<file path="src/rtl/alu_bitslice_seq_pkg.sv">
// ----------------------------------------------------------------------------
// alu_pkg : shared types and constants for the bit-sliced sequential ALU
// Rev 1.0
// ----------------------------------------------------------------------------
`default_nettype none

package alu_pkg;

  localparam int SLICE_W = 4;

  typedef logic [3:0] sel_t;

  typedef enum logic [1:0] {
    IDLE = 2'd0,
    RUN  = 2'd1,
    DONE = 2'd2
  } state_e;

endpackage

`default_nettype wire

</file>
<file path="src/rtl/alu_bitslice_seq_if.sv">
// ----------------------------------------------------------------------------
// alu_bitslice_seq_if : command/result handshake bundle of the sequential ALU
// Rev 1.0
// ----------------------------------------------------------------------------
`default_nettype none

interface alu_bitslice_seq_if
  import alu_pkg::*;
#(
  parameter int WIDTH = 16
) ();

  logic             in_valid_i;
  logic             in_ready_o;
  logic             mode_control_i;
  sel_t             S_selection_i;
  logic             carry_in_i;
  logic [WIDTH-1:0] A_i;
  logic [WIDTH-1:0] B_i;
  logic             out_valid_o;
  logic             out_ready_i;
  logic [WIDTH-1:0] F_o;
  logic             carry_output_o;
  logic             equality_o;
  logic             zero_o;
  logic             overflow_o;

  // Slave is the ALU; master is the producer/consumer pair driving it.
  modport slave (
    input  in_valid_i, mode_control_i, S_selection_i, carry_in_i, A_i, B_i,
    input  out_ready_i,
    output in_ready_o, out_valid_o, F_o, carry_output_o, equality_o, zero_o,
    output overflow_o
  );

  modport master (
    output in_valid_i, mode_control_i, S_selection_i, carry_in_i, A_i, B_i,
    output out_ready_i,
    input  in_ready_o, out_valid_o, F_o, carry_output_o, equality_o, zero_o,
    input  overflow_o
  );

endinterface

`default_nettype wire

</file>
<file path="src/rtl/alu_bitslice_seq_slice4.sv">
// ----------------------------------------------------------------------------
// alu_slice4 : combinational 4-bit 74181-style function slice, active-high carry
// Rev 1.0
// ----------------------------------------------------------------------------
`default_nettype none

module alu_slice4
  import alu_pkg::*;
(
  input  logic [3:0] a,
  input  logic [3:0] b,
  input  sel_t       s,
  input  logic       m,
  input  logic       cin,
  output logic [3:0] f,
  output logic       cout,
  output logic       c3
);

  logic [3:0] w_logic;
  logic [3:0] w_x;
  logic [3:0] w_y;
  logic [4:0] w_sum;

  always_comb begin
    w_logic = '0;
    case (s)
      4'h0: w_logic = ~a;
      4'h1: w_logic = ~(a | b);
      4'h2: w_logic = ~a & b;
      4'h3: w_logic = 4'h0;
      4'h4: w_logic = ~(a & b);
      4'h5: w_logic = ~b;
      4'h6: w_logic = a ^ b;
      4'h7: w_logic = a & ~b;
      4'h8: w_logic = ~a | b;
      4'h9: w_logic = ~(a ^ b);
      4'hA: w_logic = b;
      4'hB: w_logic = a & b;
      4'hC: w_logic = 4'hF;
      4'hD: w_logic = a | ~b;
      4'hE: w_logic = a | b;
      4'hF: w_logic = a;
    endcase
  end

  // Arithmetic result is X + Y + cin; X/Y are bitwise so each nibble is exact.
  always_comb begin
    w_x = a;
    w_y = 4'h0;
    case (s)
      4'h0: begin w_x = a;      w_y = 4'h0;   end
      4'h1: begin w_x = a | b;  w_y = 4'h0;   end
      4'h2: begin w_x = a | ~b; w_y = 4'h0;   end
      4'h3: begin w_x = 4'hF;   w_y = 4'h0;   end
      4'h4: begin w_x = a;      w_y = a & ~b; end
      4'h5: begin w_x = a | b;  w_y = a & ~b; end
      4'h6: begin w_x = a;      w_y = ~b;     end
      4'h7: begin w_x = a & ~b; w_y = 4'hF;   end
      4'h8: begin w_x = a;      w_y = a & b;  end
      4'h9: begin w_x = a;      w_y = b;      end
      4'hA: begin w_x = a | ~b; w_y = a & b;  end
      4'hB: begin w_x = a & b;  w_y = 4'hF;   end
      4'hC: begin w_x = a;      w_y = a;      end
      4'hD: begin w_x = a | b;  w_y = a;      end
      4'hE: begin w_x = a | ~b; w_y = a;      end
      4'hF: begin w_x = a;      w_y = 4'hF;   end
    endcase
  end

  assign w_sum = {1'b0, w_x} + {1'b0, w_y} + {4'b0000, cin};

  assign f    = m ? w_logic : w_sum[3:0];
  assign cout = m ? 1'b0 : w_sum[4];
  // Carry into bit 3 recovered from the sum bit and the two operand bits.
  assign c3   = m ? 1'b0 : (w_sum[3] ^ w_x[3] ^ w_y[3]);

endmodule

`default_nettype wire

</file>
<file path="src/rtl/alu_bitslice_seq.sv">
// ----------------------------------------------------------------------------
// alu_bitslice_seq : WIDTH-bit ALU iterating one 4-bit slice per clock, LSB first
// Rev 1.0
// ----------------------------------------------------------------------------
`default_nettype none

module alu_bitslice_seq
  import alu_pkg::*;
#(
  parameter int WIDTH = 16
) (
  input  logic               clk_i,
  input  logic               rst_n_i,
  alu_bitslice_seq_if.slave  bus
);

  localparam int NUM_SLICES = WIDTH / SLICE_W;
  localparam int IDX_W      = (NUM_SLICES > 1) ? $clog2(NUM_SLICES) : 1;
  localparam int BASE_W     = $clog2(WIDTH);

  localparam logic [IDX_W-1:0] LAST_IDX = IDX_W'(NUM_SLICES - 1);

  localparam logic [1:0] ST_IDLE = IDLE;
  localparam logic [1:0] ST_RUN  = RUN;
  localparam logic [1:0] ST_DONE = DONE;

  logic [1:0]       r_state;
  logic [WIDTH-1:0] r_a;
  logic [WIDTH-1:0] r_b;
  logic [WIDTH-1:0] r_f;
  sel_t             r_s;
  logic             r_m;
  logic             r_carry;
  logic [IDX_W-1:0] r_idx;
  logic             r_cout;
  logic             r_eq;
  logic             r_zero;
  logic             r_ovf;

  logic [BASE_W-1:0] w_base;
  logic [3:0]        w_a_nib;
  logic [3:0]        w_b_nib;
  logic [3:0]        w_slice_f;
  logic              w_slice_cout;
  logic              w_slice_c3;
  logic [WIDTH-1:0]  w_f_next;

  assign w_base  = BASE_W'(r_idx) * BASE_W'(SLICE_W);
  assign w_a_nib = r_a[w_base +: SLICE_W];
  assign w_b_nib = r_b[w_base +: SLICE_W];

  alu_slice4 u_slice (
    .a    (w_a_nib),
    .b    (w_b_nib),
    .s    (r_s),
    .m    (r_m),
    .cin  (r_carry),
    .f    (w_slice_f),
    .cout (w_slice_cout),
    .c3   (w_slice_c3)
  );

  // Full result including the nibble being written now, so flags on the last
  // slice see the complete word.
  always_comb begin
    w_f_next = r_f;
    w_f_next[w_base +: SLICE_W] = w_slice_f;
  end

  always_ff @(posedge clk_i or negedge rst_n_i) begin
    if (!rst_n_i) begin
      r_state <= ST_IDLE;
      r_a     <= '0;
      r_b     <= '0;
      r_f     <= '0;
      r_s     <= '0;
      r_m     <= 1'b0;
      r_carry <= 1'b0;
      r_idx   <= '0;
      r_cout  <= 1'b0;
      r_eq    <= 1'b0;
      r_zero  <= 1'b0;
      r_ovf   <= 1'b0;
    end else begin
      case (r_state)
        ST_IDLE: begin
          if (bus.in_valid_i) begin
            r_a     <= bus.A_i;
            r_b     <= bus.B_i;
            r_s     <= bus.S_selection_i;
            r_m     <= bus.mode_control_i;
            r_carry <= bus.carry_in_i & ~bus.mode_control_i;
            r_idx   <= '0;
            r_state <= ST_RUN;
          end
        end
        ST_RUN: begin
          r_f     <= w_f_next;
          r_carry <= w_slice_cout;
          r_idx   <= r_idx + IDX_W'(1);
          if (r_idx == LAST_IDX) begin
            r_cout  <= w_slice_cout;
            r_ovf   <= w_slice_cout ^ w_slice_c3;
            r_eq    <= &w_f_next;
            r_zero  <= (w_f_next == '0);
            r_state <= ST_DONE;
          end
        end
        ST_DONE: begin
          if (bus.out_ready_i) begin
            r_state <= ST_IDLE;
          end
        end
        default: r_state <= ST_IDLE;
      endcase
    end
  end

  assign bus.in_ready_o     = (r_state == ST_IDLE);
  assign bus.out_valid_o    = (r_state == ST_DONE);
  assign bus.F_o            = r_f;
  assign bus.carry_output_o = r_cout;
  assign bus.equality_o     = r_eq;
  assign bus.zero_o         = r_zero;
  assign bus.overflow_o     = r_ovf;

endmodule

`default_nettype wire
</file>
<file path="src/flat_wrapper.sv">
// flat-port wrapper written by rule: the top's interface ports become plain ports
module alu_bitslice_seq_flat import alu_pkg::*;
#(
  parameter int WIDTH = 16
)
  (clk_i, rst_n_i, bus_in_valid_i, bus_mode_control_i, bus_S_selection_i, bus_carry_in_i, bus_A_i, bus_B_i, bus_out_ready_i, bus_in_ready_o, bus_out_valid_o, bus_F_o, bus_carry_output_o, bus_equality_o, bus_zero_o, bus_overflow_o);
  alu_bitslice_seq_if #(.WIDTH(WIDTH)) bus_i ();
  input  logic clk_i;
  input  logic rst_n_i;
  input wire logic [$bits(bus_i.in_valid_i)-1:0] bus_in_valid_i;
  input wire logic [$bits(bus_i.mode_control_i)-1:0] bus_mode_control_i;
  input wire logic [$bits(bus_i.S_selection_i)-1:0] bus_S_selection_i;
  input wire logic [$bits(bus_i.carry_in_i)-1:0] bus_carry_in_i;
  input wire logic [$bits(bus_i.A_i)-1:0] bus_A_i;
  input wire logic [$bits(bus_i.B_i)-1:0] bus_B_i;
  input wire logic [$bits(bus_i.out_ready_i)-1:0] bus_out_ready_i;
  output wire logic [$bits(bus_i.in_ready_o)-1:0] bus_in_ready_o;
  output wire logic [$bits(bus_i.out_valid_o)-1:0] bus_out_valid_o;
  output wire logic [$bits(bus_i.F_o)-1:0] bus_F_o;
  output wire logic [$bits(bus_i.carry_output_o)-1:0] bus_carry_output_o;
  output wire logic [$bits(bus_i.equality_o)-1:0] bus_equality_o;
  output wire logic [$bits(bus_i.zero_o)-1:0] bus_zero_o;
  output wire logic [$bits(bus_i.overflow_o)-1:0] bus_overflow_o;
  assign bus_i.in_valid_i = bus_in_valid_i;
  assign bus_i.mode_control_i = bus_mode_control_i;
  assign bus_i.S_selection_i = bus_S_selection_i;
  assign bus_i.carry_in_i = bus_carry_in_i;
  assign bus_i.A_i = bus_A_i;
  assign bus_i.B_i = bus_B_i;
  assign bus_i.out_ready_i = bus_out_ready_i;
  assign bus_in_ready_o = bus_i.in_ready_o;
  assign bus_out_valid_o = bus_i.out_valid_o;
  assign bus_F_o = bus_i.F_o;
  assign bus_carry_output_o = bus_i.carry_output_o;
  assign bus_equality_o = bus_i.equality_o;
  assign bus_zero_o = bus_i.zero_o;
  assign bus_overflow_o = bus_i.overflow_o;
  alu_bitslice_seq #(.WIDTH(WIDTH)) u_core (.clk_i(clk_i), .rst_n_i(rst_n_i), .bus(bus_i));
endmodule
</file>
<file path="config.mk">
export PLATFORM = sky130hd
export DESIGN_NAME = alu_bitslice_seq_flat
export DESIGN_NICKNAME = d
export VERILOG_FILES = /design/src/rtl/alu_bitslice_seq_pkg.sv /design/src/rtl/alu_bitslice_seq_if.sv /design/src/rtl/alu_bitslice_seq_slice4.sv /design/src/rtl/alu_bitslice_seq.sv /design/src/flat_wrapper.sv
export SDC_FILE = /design/constraint.sdc
export NUM_CORES = 1
export LEC_CHECK = 0
export BUFFER_PORTS_ARGS = -buffer_cell sky130_fd_sc_hd__buf_2
export CORE_MARGIN = 4
export CORE_UTILIZATION = 30
export CTS_CLUSTER_DIAMETER = 50
export CTS_CLUSTER_SIZE = 16
export DETAILED_ROUTE_END_ITERATION = 6
export HOLD_SLACK_MARGIN = 0.12
export PLACE_DENSITY = 0.58
export RECOVER_POWER = 25
export REMOVE_ABC_BUFFERS = 1
export SLEW_MARGIN = 30
export SYNTH_ARGS = -nofsm -noshare
export SYNTH_HDL_FRONTEND = slang
export SYNTH_SLANG_ARGS = --single-unit
</file>
<file path="constraint.sdc">
create_clock -name clk_i -period 6.1 [get_ports clk_i]
set_input_delay 1.22 -clock clk_i [delete_from_list [all_inputs] [get_ports clk_i]]
set_output_delay 1.22 -clock clk_i [all_outputs]
set_load 0.03 [all_outputs]
</file>
* Word-level counts from Yosys, hierarchy flattened
Cells that the tools add are included.
** Operators by class
- Multiplexer cells :: 15
- Bitwise logic cells :: 17
- Shift operators :: 4
- Div/mod/pow operators :: 0
- Order comparisons :: 0
- Reduce and logical (&&, ||, !) cells :: 17
- Eq/ne operators :: 21
- Multipliers :: 0
- Add/subtract/negate cells :: 4
** Operators by type and width (count)
- 4-bit case mux with 16 select lines :: 1
- 4-bit == test, second input constant :: 8
- 16-bit by 5-bit variable part select with 4-bit output :: 2
- 4-bit case mux with 7 select lines :: 1
- 4-bit case mux with 6 select lines :: 1
- 4-bit inverter :: 5
- 16-bit bitwise mux :: 1
- 4-bit by 3-bit == test with 1-bit output, second input constant :: 4
- 16-bit zero test :: 1
- 16-bit AND reduction :: 1
- 4-bit by 6-bit variable shift with 16-bit output, first input constant :: 1
- 4-bit by 6-bit variable part select with 16-bit output :: 1
- 4-bit AND :: 3
- 4-bit OR :: 3
- 3-bit OR reduction :: 4
- 4-bit by 2-bit == test with 1-bit output, second input constant :: 2
- 2-bit 2-to-1 mux :: 4
- 7-bit OR reduction :: 1
- 4-bit negator with 6-bit output :: 1
- 2-bit case mux with 3 select lines :: 1
- 2-bit AND reduction :: 3
- 4-bit by 4-bit adder with 5-bit output :: 1
- 5-bit by 1-bit adder with 5-bit output :: 1
- 2-bit == test, second input constant :: 2
- other kinds (19) :: 25
** Storage, ports and cells
- Latch bits :: 0
- Flip-flop bits (word level) :: 62
- Input port bits :: 42
- ROM bits :: 0
- Logic and storage cells :: 90
- Memories :: 0
- Output and inout bits :: 22
- Memory bits (writable) :: 0

* Longest topological paths before layout
Gate-level depths: netlist (run 1).
- Depth in word-level cells :: 10
- Depth in mapped cells :: 17
- Depth with buffers taken out :: 16

* Hierarchy
Synthesis (run 1) repeated with hierarchy kept, for this count alone.
** Unflattened totals
- Cells, all modules :: 508
- Area, all modules :: 4485.6 sq um
** By module, submodules not included
- alu_bitslice_seq :: area an instance 3025.4 sq um, times used 1, cells an instance 309
- alu_slice4 :: area an instance 1460.2 sq um, times used 1, cells an instance 199

* Least setup slack after synthesis (run 1)
OpenSTA, ideal clock, no wires.
- Path kind :: register -> register
- From :: register u_core.r_idx[0]
- To :: register u_core.r_eq, in the netlist u_core.bus.equality_o
- Path slack :: 1.898 ns
- Clock period less this slack :: 4.202 ns
- Required time :: 6.005 ns
- Cell stages (with the launch flop) :: 16
- Arrival time :: 4.106 ns
- Path buffers :: 1
- Path through :: dfrtp_1 -> buf_6 -> mux4_2 -> ha_1 -> nand3b_1 -> a21oi_1 -> a211oi_1 -> nand2_1 -> fa_1 -> inv_1 -> fa_1 -> a22oi_1 -> o31a_1 -> a31oi_1 -> or4b_1 -> o31ai_1
** Between the ends
- Cells in the longest elaborated chain, start to end :: 10
- Elaborated cells between the ends (all ways) :: 27
- Those cells by class :: add/sub (3); eq/ne (1); shift (4); mux (5); bitwise (12); reduce/logical (2)
** Ends and longest elaborated chain
- start: declaration :: RTL line alu_bitslice_seq.sv:34 : logic [IDX_W-1:0] r_idx;
- start signal: assignment :: RTL line alu_bitslice_seq.sv:100 : r_idx <= r_idx + IDX_W'(1);
- 16-bit by 5-bit variable part select with 4-bit output :: RTL line alu_bitslice_seq.sv:50 : assign w_b_nib = r_b[w_base +: SLICE_W];
- 4-bit inverter
- 4-bit AND / 4-bit OR (equally long branches)
- 4-bit case mux with 7 select lines / 4-bit case mux with 6 select lines (equally long branches) :: RTL line alu_bitslice_seq_slice4.sv:51 : case (s)
- 4-bit by 4-bit adder with 5-bit output :: RTL line alu_bitslice_seq_slice4.sv:71 : assign w_sum = {1'b0, w_x} + {1'b0, w_y} + {4'b0000, cin};
- 5-bit by 1-bit adder with 5-bit output :: RTL line alu_bitslice_seq_slice4.sv:71
- 4-bit 2-to-1 mux :: RTL line alu_bitslice_seq_slice4.sv:73 : assign f = m ? w_logic : w_sum[3:0];
- 4-bit by 6-bit variable part select with 16-bit output :: RTL line alu_bitslice_seq.sv:67 : w_f_next[w_base +: SLICE_W] = w_slice_f;
- 16-bit bitwise mux :: RTL line alu_bitslice_seq.sv:67
- 16-bit AND reduction :: RTL line alu_bitslice_seq.sv:104 : r_eq <= &w_f_next;
- end signal: assignment :: RTL line alu_bitslice_seq.sv:104
- end: declaration :: RTL line alu_bitslice_seq.sv:36 : logic r_eq;
Several ways; a longest one is shown, not always the timed one.
A chain may end at the register's enable or synchronous reset.

* Final worst setup path (run 1)
Ends and elaborated chain as after synthesis.

==> impl_metrics.tcl, run 1 <==
set metrics [dict create \
    status "finished with violations" \
    violations "max-capacitance violations, max-slew violations" \
    grt_pass1_wl_um 20900 \
    cts-root-buf "clkbuf_16" \
    synth_top_area_cell "dfrtp_1" \
    cp_num_buf_inv 1 \
    required_ns 6.34 \
    tns_ns 0 \
    hold_viol 0 \
    postCtsHoldBufs 0 \
    wl_met1_um 5630 \
    rsz0062_at_grt "no" \
    ys_warn_count 0 \
    cts_buffers 9 \
    cpMostUsedCell "fa_1" \
    track_usage 0.156 \
    layout_min_cycle_time_ns 4.87 \
    clkTransAtPathRegs_ns 0.05 \
    grt_pass1_vias 4091 \
    wl_met2_um 5770 \
    crit_chain "mux4_2 -> ha_1 -> nand3b_1 -> a21oi_1 -> a211oi_1 -> nand2_1 -> fa_1 -> inv_1 -> fa_1 -> o221ai_1 -> o31a_1 -> a31oi_1 -> or4b_1 -> o31ai_1" \
    port_buffers 63 \
    dr_wl_met3_um 818 \
    cts_tree "done" \
    syn_to_final_growth_pct 16.3 \
    max_slew_margin -1.22 \
    vias_per_cell 5.46 \
    synth.distinct_cells 65 \
    routabilityCongestion 0.965 \
    maxSlewViolCount 102 \
    fin_skew_ns 0.00578 \
    fillCellCount 1489 \
    cts_max_level 3 \
    die_x_um 129 \
    synthFlopType "dfrtp_1" \
    cap_violations 2 \
    dr.pass1.iters 5 \
    io_pins 64 \
    dr_total_vias 4065 \
    avgSynthCellArea_um2 8.61 \
    postCtsSetupRepairBufs 0 \
    hold_path.class "flip-flop to flip-flop" \
    synth.area.top_cells "dfrtp_1, nand2_1, ha_1, mux4_2, o21ai_0" \
    critPathKind "flip-flop to flip-flop" \
    die-area_mm2 0.0167 \
    post_drt_wl_per_cell_um 16.8 \
    numClockSinks 62 \
    cts_buffer_depth 2 \
    drt-total-wl_um 12500 \
    endpoint_kind "flip-flop" \
    nets 632 \
    async_reset_ff_frac 1.00 \
    clock_latency_ns 0.33 \
    crit_fanout 16 \
    syn_inst 511 \
    tightest_slew_ns 3.33 \
    synth.top_cell.area_share 0.353 \
    start_util 0.312 \
    grt_max_degree 63 \
    crit_slowest_cell "dfrtp_1" \
    synth_common_cells "nand2_1, dfrtp_1, ha_1, nor2_1, o21ai_0" \
    core_area_mm2 0.0141 \
    drt_iter0_markers 252 \
    cp_top_family "adder cells" \
    startpoint_type "flip-flop" \
    yosysSeqAreaShare 0.353 \
    antenna_found_initial 0 \
    setup_violations 0 \
    fmax_mhz 205 \
    cts_resized 0 \
    synth_edf_count 0 \
    netlist_area_mm2 0.00440 \
    max_stage_delay_ns 0.91 \
    drive_above_1_share 0.177 \
    diodes 0 \
    drc_errors 0 \
    highest_layer "met4" \
    ys_ff_latch 62 \
    overflow 0 \
    die_y_um 129 \
    period_share 0.799 \
    std_cell_rows 43 \
    synth.most_common_cell "nand2_1" \
    hpwl_um 9010 \
    arrival_ns 5.11 \
    ant_nets 0 \
]
==> area by class of cell <==
type,instances,area (um^2),share of cell area
Multi-Input combinational cell,401,2650,0.517
Sequential cell,62,1550,0.303
Timing Repair Buffer,68,345,0.0675
Clock buffer,11,253,0.0494
Tap cell,180,225,0.0440
Inverter,21,83.8,0.0164
Clock inverter,2,10.0,0.00196
==> per-stage QoR <==
stage	util	cell area [um^2]	hold WS [ns]	cells	setup WS [ns]
after global routing	0.363	5120	0.499	745	0.878
after detailed placement	0.345	4860	0.459	732	1.23
after CTS	0.363	5120	0.471	745	1.22
after floorplan	-	4280	0.440	484	1.73
after global placement	0.345	4860	0.454	732	1.30
final	0.363	5120	0.470	745	1.23
==> path summary, 6_finish.rpt <==
kind	slack, ns	from	to	depth (start not counted)
worst min register to register	0.47	u_core.r_b[15]	u_core.r_b[15]	2
worst max register to register	1.23	u_core.r_idx[0]	u_core.bus.equality_o	14
max in group asynchronous	1.84	rst_n_i	u_core.r_s[2]	2
worst min-delay path	0.47	u_core.r_b[15]	u_core.r_b[15]	2
worst max-delay path	1.23	u_core.r_idx[0]	u_core.bus.equality_o	14
min in group asynchronous	2.10	rst_n_i	u_core.bus.F_o[4]	2
==> cell families after synthesis <==
group	share of synthesized area
buf+inv	0.0458
flops	0.353
fa+ha+maj	0.0802
compound gates	0.195
xor+xnor	0.00996
simple gates	0.265
mux	0.0506
==> flip-flops by register name, indices dropped and copies added (netlist names) <==
name / cells
u_core.r_carry: 1
u_core.bus.equality_o: 1
u_core.bus.carry_output_o: 1
u_core.r_state: 2
u_core.bus.F_o: 16
u_core.r_b: 16
u_core.r_m: 1
u_core.bus.overflow_o: 1
u_core.bus.zero_o: 1
u_core.r_s: 4
u_core.r_a: 16
u_core.r_idx: 2
==> placed cells by master, fill, tap and decap left out, drive strengths merged, types with 10 or more instances in the layout <==
cell,Yosys,routed
nand2,136,136
buf,9,66
dfrtp,62,62
ha,25,25
nor2,23,23
o21ai,21,21
inv,21,21
a21oi,19,19
nand2b,14,14
nor2b,13,13
clkbuf,18,13
nand3b,12,12
a22o,10,10
==> tightest hold or removal path, stage by stage (launching register included) <==
cell and delay, ns:
dfrtp_1 0.33, nand2_1 0.05, nand2_1 0.05
==> per-layer routing <==
metal	vias to the layer above	track usage
li1	1919	-
met1	1958	0.205
met2	158	0.243
met3	30	0.0322
met4	0	0.0784
met5	-	0
Power of run 1 is not shown: default switching activity piles up to over one toggle a cycle in this logic, so the estimate is an artifact.
==> run 2: changes to the inputs <==
ABC_AREA = 1   (was unset)
clock period = 4.59 ns   (was 6.1 ns; I/O delays follow)
==> run 2 against run 1 <==
Clock-buffer cell count down 1. Largest cell class unchanged. Clock skew about the same. Register-to-register slack worse by 0.70 ns. The flow still finishes with violations (max-capacitance violations, max-slew violations).
==> impl_metrics.tcl, run 2 <==
set metrics [dict create \
    drive_above_1_share 0.137 \
    cts_buffers 9 \
    postCtsSetupRepairBufs 0 \
    numClockSinks 62 \
    cp_num_buf_inv 3 \
    status "finished with violations" \
    leakage_nw 2.81 \
    max_stage_delay_ns 0.54 \
    seqCellArea_mm2 0.00155 \
    cts_tree "done" \
    drt-total-wl_um 12800 \
    diodes 0 \
    syn_inst 678 \
    final_common_cell "nand2_1" \
    cap_violations 3 \
    async_reset_ff_frac 1.00 \
    maxSlewViolCount 102 \
    syn_to_final_growth_pct 17.7 \
    synth_edf_count 0 \
    synth-simple-area-share 0.410 \
    layout_min_cycle_time_ns 4.06 \
    std_cell_rows 44 \
    synth.area.top_cells "dfrtp_1, nand2_1, ha_1, inv_1, nor2_1" \
    track_usage 0.158 \
    tightest_slew_ns 1.70 \
    synth_top_area_cell "dfrtp_1" \
    cts_buffer_depth 2 \
    die_x_um 130 \
    cts_resized 0 \
    dp.cells 911 \
    max_slew_margin -0.133 \
    seqPwrFrac 0.220 \
    io_pins 64 \
    cpMostUsedCell "nand2_1" \
    hold_path.class "flip-flop to flip-flop" \
    hpwl_um 9550 \
    startpoint_type "flip-flop" \
    powerDensity_mw_per_mm2 865 \
    hold_viol 0 \
    crit_slowest_cell "dfrtp_2" \
    clkTransAtPathRegs_ns 0.05 \
    globalRouteMet3Util 0.0237 \
    crit_chain "inv_2 -> nand2_1 -> nand3_1 -> nand2_1 -> inv_1 -> ha_1 -> nand2_1 -> nand2_1 -> a2111o_1 -> fa_1 -> inv_1 -> fa_1 -> or2_2 -> nand2_2 -> nand2_1 -> o21ai_1 -> nand3_1 -> nor2_1 -> nand3_1 -> nand2_1" \
    endpoint_kind "flip-flop" \
    dr.pass1.iters 5 \
    power_frac_clock 0.150 \
    grt.met2_usage 0.245 \
    ys_ff_latch 62 \
    nets 807 \
    critPathKind "flip-flop to flip-flop" \
    synthAdderAreaFrac 0.0794 \
    ant_nets 0 \
    grt_pass1_vias 4224 \
    antenna_found_initial 0 \
    synth.top_cell.area_share 0.349 \
    vias_per_cell 4.78 \
    synthFlopType "dfrtp_1" \
    die_y_um 130 \
    rsz0062_at_grt "no" \
    setup_violations 0 \
    clock_latency_ns 0.33 \
    postCtsHoldBufs 0 \
    netlist_area_mm2 0.00445 \
    hold_ws_ns 0.477 \
    dr_total_vias 4430 \
    final_cell_mix "nand2_1, nor2_1, inv_1" \
    synth_xor_xnor_area_share 0.00591 \
    fillCellCount 1623 \
    synth_top_family_by_area "simple AND/OR/NAND/NOR gates" \
    p_int_mw 2.12 \
    power.share.switching 0.533 \
    ys_warn_count 0 \
    met1_usage 0.222 \
    cp_top_family "simple AND/OR/NAND/NOR gates" \
    violations "max-capacitance violations, max-slew violations" \
    synth_mux_area_frac 0 \
    power.total_mw 4.53 \
    multiInputGateArea_mm2 0.00255 \
    synth_common_cells "nand2_1, inv_1, nor2_1, dfrtp_1, nand3_1" \
    arrival_ns 4.33 \
    ir_drop_mv 0.270 \
    yosysSeqAreaShare 0.349 \
    power.switching_mw 2.41 \
    crit_fanout 19 \
    drc_errors 0 \
    synth.distinct_cells 39 \
    port_buffers 63 \
    period_share 0.885 \
    cts-root-buf "clkbuf_16" \
    fin_skew_ns 0.00575 \
    final_cells 927 \
    core_area_mm2 0.0145 \
    fmax_mhz 246 \
    required_ns 4.86 \
    routabilityCongestion 0.977 \
    post_drt_wl_per_cell_um 13.8 \
    die-area_mm2 0.0168 \
    avgSynthCellArea_um2 6.56 \
    overflow 0 \
    grt_max_degree 42 \
    start_util 0.306 \
    grt_pass1_wl_um 21000 \
    synth.most_common_cell "nand2_1" \
    tns_ns 0 \
    synth-compound-area-share 0.0780 \
    p_comb_frac 0.630 \
    top_usage_layer "met2" \
    cts_max_level 3 \
    drt_iter0_markers 287 \
]
==> run 2: cell types whose count changed after synthesis, moves of 11 or more <==
| cell | previous run | this run |
|---|---|---|
| nand2_1 | 136 | 296 |
| inv_1 | 20 | 65 |
| nor2_1 | 23 | 65 |
| nand3_1 | 7 | 39 |
| nand2b_1 | 14 | 0 |
| nor2b_1 | 13 | 0 |
| nand4_1 | 1 | 12 |
==> run 2: worst min-delay path, delay by kind of cell (launching register included) <==
family           cells  cell delay, ns
and+or+nand+nor      2            0.10
DFF                  1            0.34
==> run 2: worst paths after layout <==
kind | from | endpoint | slack [ns] | cells past startpoint
worst min register to register | u_core.bus.zero_o | u_core.bus.zero_o | 0.48 | 2
worst min-delay path | u_core.bus.zero_o | u_core.bus.zero_o | 0.48 | 2
worst max-delay path | u_core.r_idx[0] | u_core.bus.equality_o | 0.53 | 20
min in group asynchronous | rst_n_i | u_core.bus.carry_output_o | 1.02 | 1
worst max register to register | u_core.r_idx[0] | u_core.bus.equality_o | 0.53 | 20
max in group asynchronous | rst_n_i | u_core.r_idx[0] | 1.15 | 2
==> run 2: kinds of logic (layout without fill, tap and decap cells) <==
group / count (synthesis) / in the layout
fa+ha+maj: 27 / 27
simple gates: 438 / 438
buf+inv: 89 / 154
xor+xnor: 3 / 3
compound gates: 59 / 59
flops: 62 / 62
==> run 2: metal layers <==
layer | vias up | wire [um]
met3 | 22 | 602
met2 | 128 | 5890
li1 | 2263 | -
met1 | 2017 | 6100
met4 | 0 | 238
met5 | - | 0
==> run 2: final cells by class <==
| class | count | area share |
|---|---|---|
| Inverter | 71 | 0.0509 |
| Tap cell | 184 | 0.0440 |
| Clock inverter | 6 | 0.0117 |
| Sequential cell | 62 | 0.297 |
| Timing Repair Buffer | 67 | 0.0643 |
| Clock buffer | 10 | 0.0457 |
| Multi-Input combinational cell | 527 | 0.487 |
==> run 2: through the flow <==
stage / utilization / area, um^2 / worst slack [ns]
floorplan: - / 4360 / 0.562
global placement: 0.340 / 4940 / 0.528
detailed placement: 0.340 / 4940 / 0.338
CTS: 0.361 / 5240 / 0.312
global route: 0.360 / 5230 / 0.159
finish: 0.360 / 5230 / 0.527
==> run 2: power by group through the flow <==
stage / sequential, mW / combinational, mW / clock (mW)
CTS: 0.997 / 2.85 / 0.694
detailed placement: 1.00 / 2.82 / 0
global route: 1.03 / 3.26 / 0.720
global placement: 1.01 / 2.84 / 0
finish: 0.996 / 2.85 / 0.680
floorplan: 1.06 / 1.98 / 0
No activity file was read; power rests on OpenSTA's default activity.
==> run 3: changes to the inputs <==
clock period = 4.1 ns   (was 4.59 ns; I/O delays follow)
==> run 3 against run 2 <==
The run still ends with max-capacitance violations, max-slew violations left. Sequential share of layout area fell by 0.26 points. Global-route usage hardly changed. Setup slack got worse by 0.17 ns. Core utilization increased by 0.28 points. Final area is 0.79% higher. Die area unchanged. Sequential power is 8% higher. Via count down 2.4%. Non-clock buffer count grew 4. Hold slack worse by 0.0028 ns. Routed wire length fell by 1.1%. Critical path type unchanged. Critical endpoint unchanged. Highest routed layer unchanged.
==> impl_metrics.tcl, run 3 (synthesis gave the netlist of run 2 again) <==
set metrics [dict create \
    status "finished with violations" \
    violations "max-capacitance violations, max-slew violations" \
    numClockSinks 62 \
    grt.met2_usage 0.246 \
    syn_to_final_growth_pct 18.6 \
    reg2reg_to "u_core.bus.equality_o" \
    clkTransAtPathRegs_ns 0.05 \
    leakage_nw 2.83 \
    overflow 0 \
    power.total_mw 5.12 \
    drt-total-wl_um 12700 \
    r2r-start "u_core.r_idx[0]" \
    critPathKind "flip-flop to flip-flop" \
    final_cell_mix "nand2_1, inv_1, nor2_1" \
    start_util 0.306 \
    cp_num_buf_inv 3 \
    hold_ws_ns 0.474 \
    endpoint_kind "flip-flop" \
    tightest_slew_ns 1.79 \
    std_cell_rows 44 \
    postCtsSetupRepairBufs 0 \
    core_area_mm2 0.0145 \
    diodes 0 \
    clock_latency_ns 0.33 \
    cts_max_level 3 \
    required_ns 4.36 \
    arrival_ns 4.00 \
    ir_drop_mv 0.308 \
    worst-path-stages 20 \
    setup_violations 0 \
    routabilityCongestion 0.966 \
    cap_violations 2 \
    maxSlewViolCount 70 \
    cpMostUsedCell "nand2_1" \
    grt_pass1_vias 4277 \
    final_common_cell "nand2_1" \
    startpoint_type "flip-flop" \
    dr.pass1.iters 5 \
    cp_top_family "simple AND/OR/NAND/NOR gates" \
    dr_total_vias 4324 \
    cts-root-buf "clkbuf_16" \
    ff2ff_path_depth 20 \
    ant_nets 0 \
    crit_fanout 14 \
    fin_skew_ns 0.00433 \
    top_usage_layer "met2" \
    grt_max_degree 37 \
    vias_per_cell 4.64 \
    r2r_slack_ns 0.36 \
    cts_tree "done" \
    nets 811 \
    fmax_mhz 267 \
    powerDensity_mw_per_mm2 970 \
    max_stage_delay_ns 0.45 \
    die_x_um 130 \
    cts_buffer_depth 2 \
    grt_pass1_wl_um 21200 \
    crit_end "u_core.bus.equality_o" \
    crit_slowest_cell "fa_1" \
    period_share 0.912 \
    drc_errors 0 \
    crit_chain "buf_4 -> nand2_1 -> nand3_1 -> nand2_2 -> inv_1 -> ha_1 -> nand2_1 -> nand2_1 -> a2111o_1 -> fa_1 -> inv_1 -> fa_1 -> or2_2 -> nand2_4 -> nand2_1 -> o21ai_1 -> nand3_1 -> nor2_1 -> nand3_1 -> nand2_1" \
    fillCellCount 1638 \
    globalRouteMet3Util 0.0323 \
    post_drt_wl_per_cell_um 13.6 \
    layout_min_cycle_time_ns 3.74 \
    max_slew_margin -0.196 \
    met1_usage 0.216 \
    drive_above_1_share 0.139 \
    die_y_um 130 \
    port_buffers 63 \
    drt_iter0_markers 253 \
    antenna_found_initial 0 \
    hold_viol 0 \
    seqCellArea_mm2 0.00155 \
    cts_buffers 9 \
    multiInputGateArea_mm2 0.00256 \
    hpwl_um 9730 \
    hold_path.class "flip-flop to flip-flop" \
    track_usage 0.158 \
    die-area_mm2 0.0168 \
    cp-startpoint "u_core.r_idx[0]" \
    io_pins 64 \
]
-- run 3: cell types whose count changed in the layout (fill, tap and decap cells not counted), sizes merged --
cell    before  now
clkinv       4    1
buf         64   68
clkbuf      13   16
-- run 3: how the worst min path moves through the flow --
stage                              startpoint                   endpoint  slack (ns)  cells past startpoint
finish              u_core.bus.carry_output_o  u_core.bus.carry_output_o        0.47                      2
global route                    u_core.r_a[5]              u_core.r_a[5]        0.50                      2
CTS                 u_core.bus.carry_output_o  u_core.bus.carry_output_o        0.48                      2
detailed placement              u_core.r_a[4]              u_core.r_a[4]        0.47                      2
global placement    u_core.bus.carry_output_o  u_core.bus.carry_output_o        0.47                      2
floorplan                       u_core.r_a[6]              u_core.r_a[6]        0.45                      2
-- run 3: stage by stage --
stage	TNS (ns)	setup slack, ns	std cells	cell area (um^2)	util
after floorplan	0	0.0717	660	4360	-
after global placement	0	0.423	915	4970	0.342
after detailed placement	0	0.331	915	4970	0.342
after CTS	0	0.318	931	5270	0.363
after global routing	-0.000184	-0.000184	931	5270	0.363
final	0	0.359	931	5270	0.363
-- run 3: cell type report --
class	count	share of cell area
clock inverter	3	0.00807
sequential	62	0.294
inverter	71	0.0505
tap	184	0.0437
multi-input combinational	527	0.485
timing repair buffer	71	0.0695
clock buffer	13	0.0493
-- run 3: what timing repair did --
| item | in CTS | in global routing |
|---|---|---|
| gates resized for setup | 0 | 3 |
| hold buffers | 0 | 0 |
| hold endpoints to repair | 0 | 0 |
| endpoints found under the setup margin | 0 | 2 |
-- run 3: where the power goes --
group / switching, mW / internal, mW
registers: 0.208 / 0.872
logic: 2.22 / 1.04
clock network: 0.271 / 0.503
-- run 3: worst min-delay path, stage by stage, from the launching register on --
cell and delay [ns]:
dfrtp_1 0.33, nand2_1 0.05, o21ai_0 0.05
-- run 3: per-layer routing --
layer,share of wire,routed length (um)
met1,0.46,5840
met2,0.46,5780
met3,0.056,714
met4,0.027,346
met5,0,0
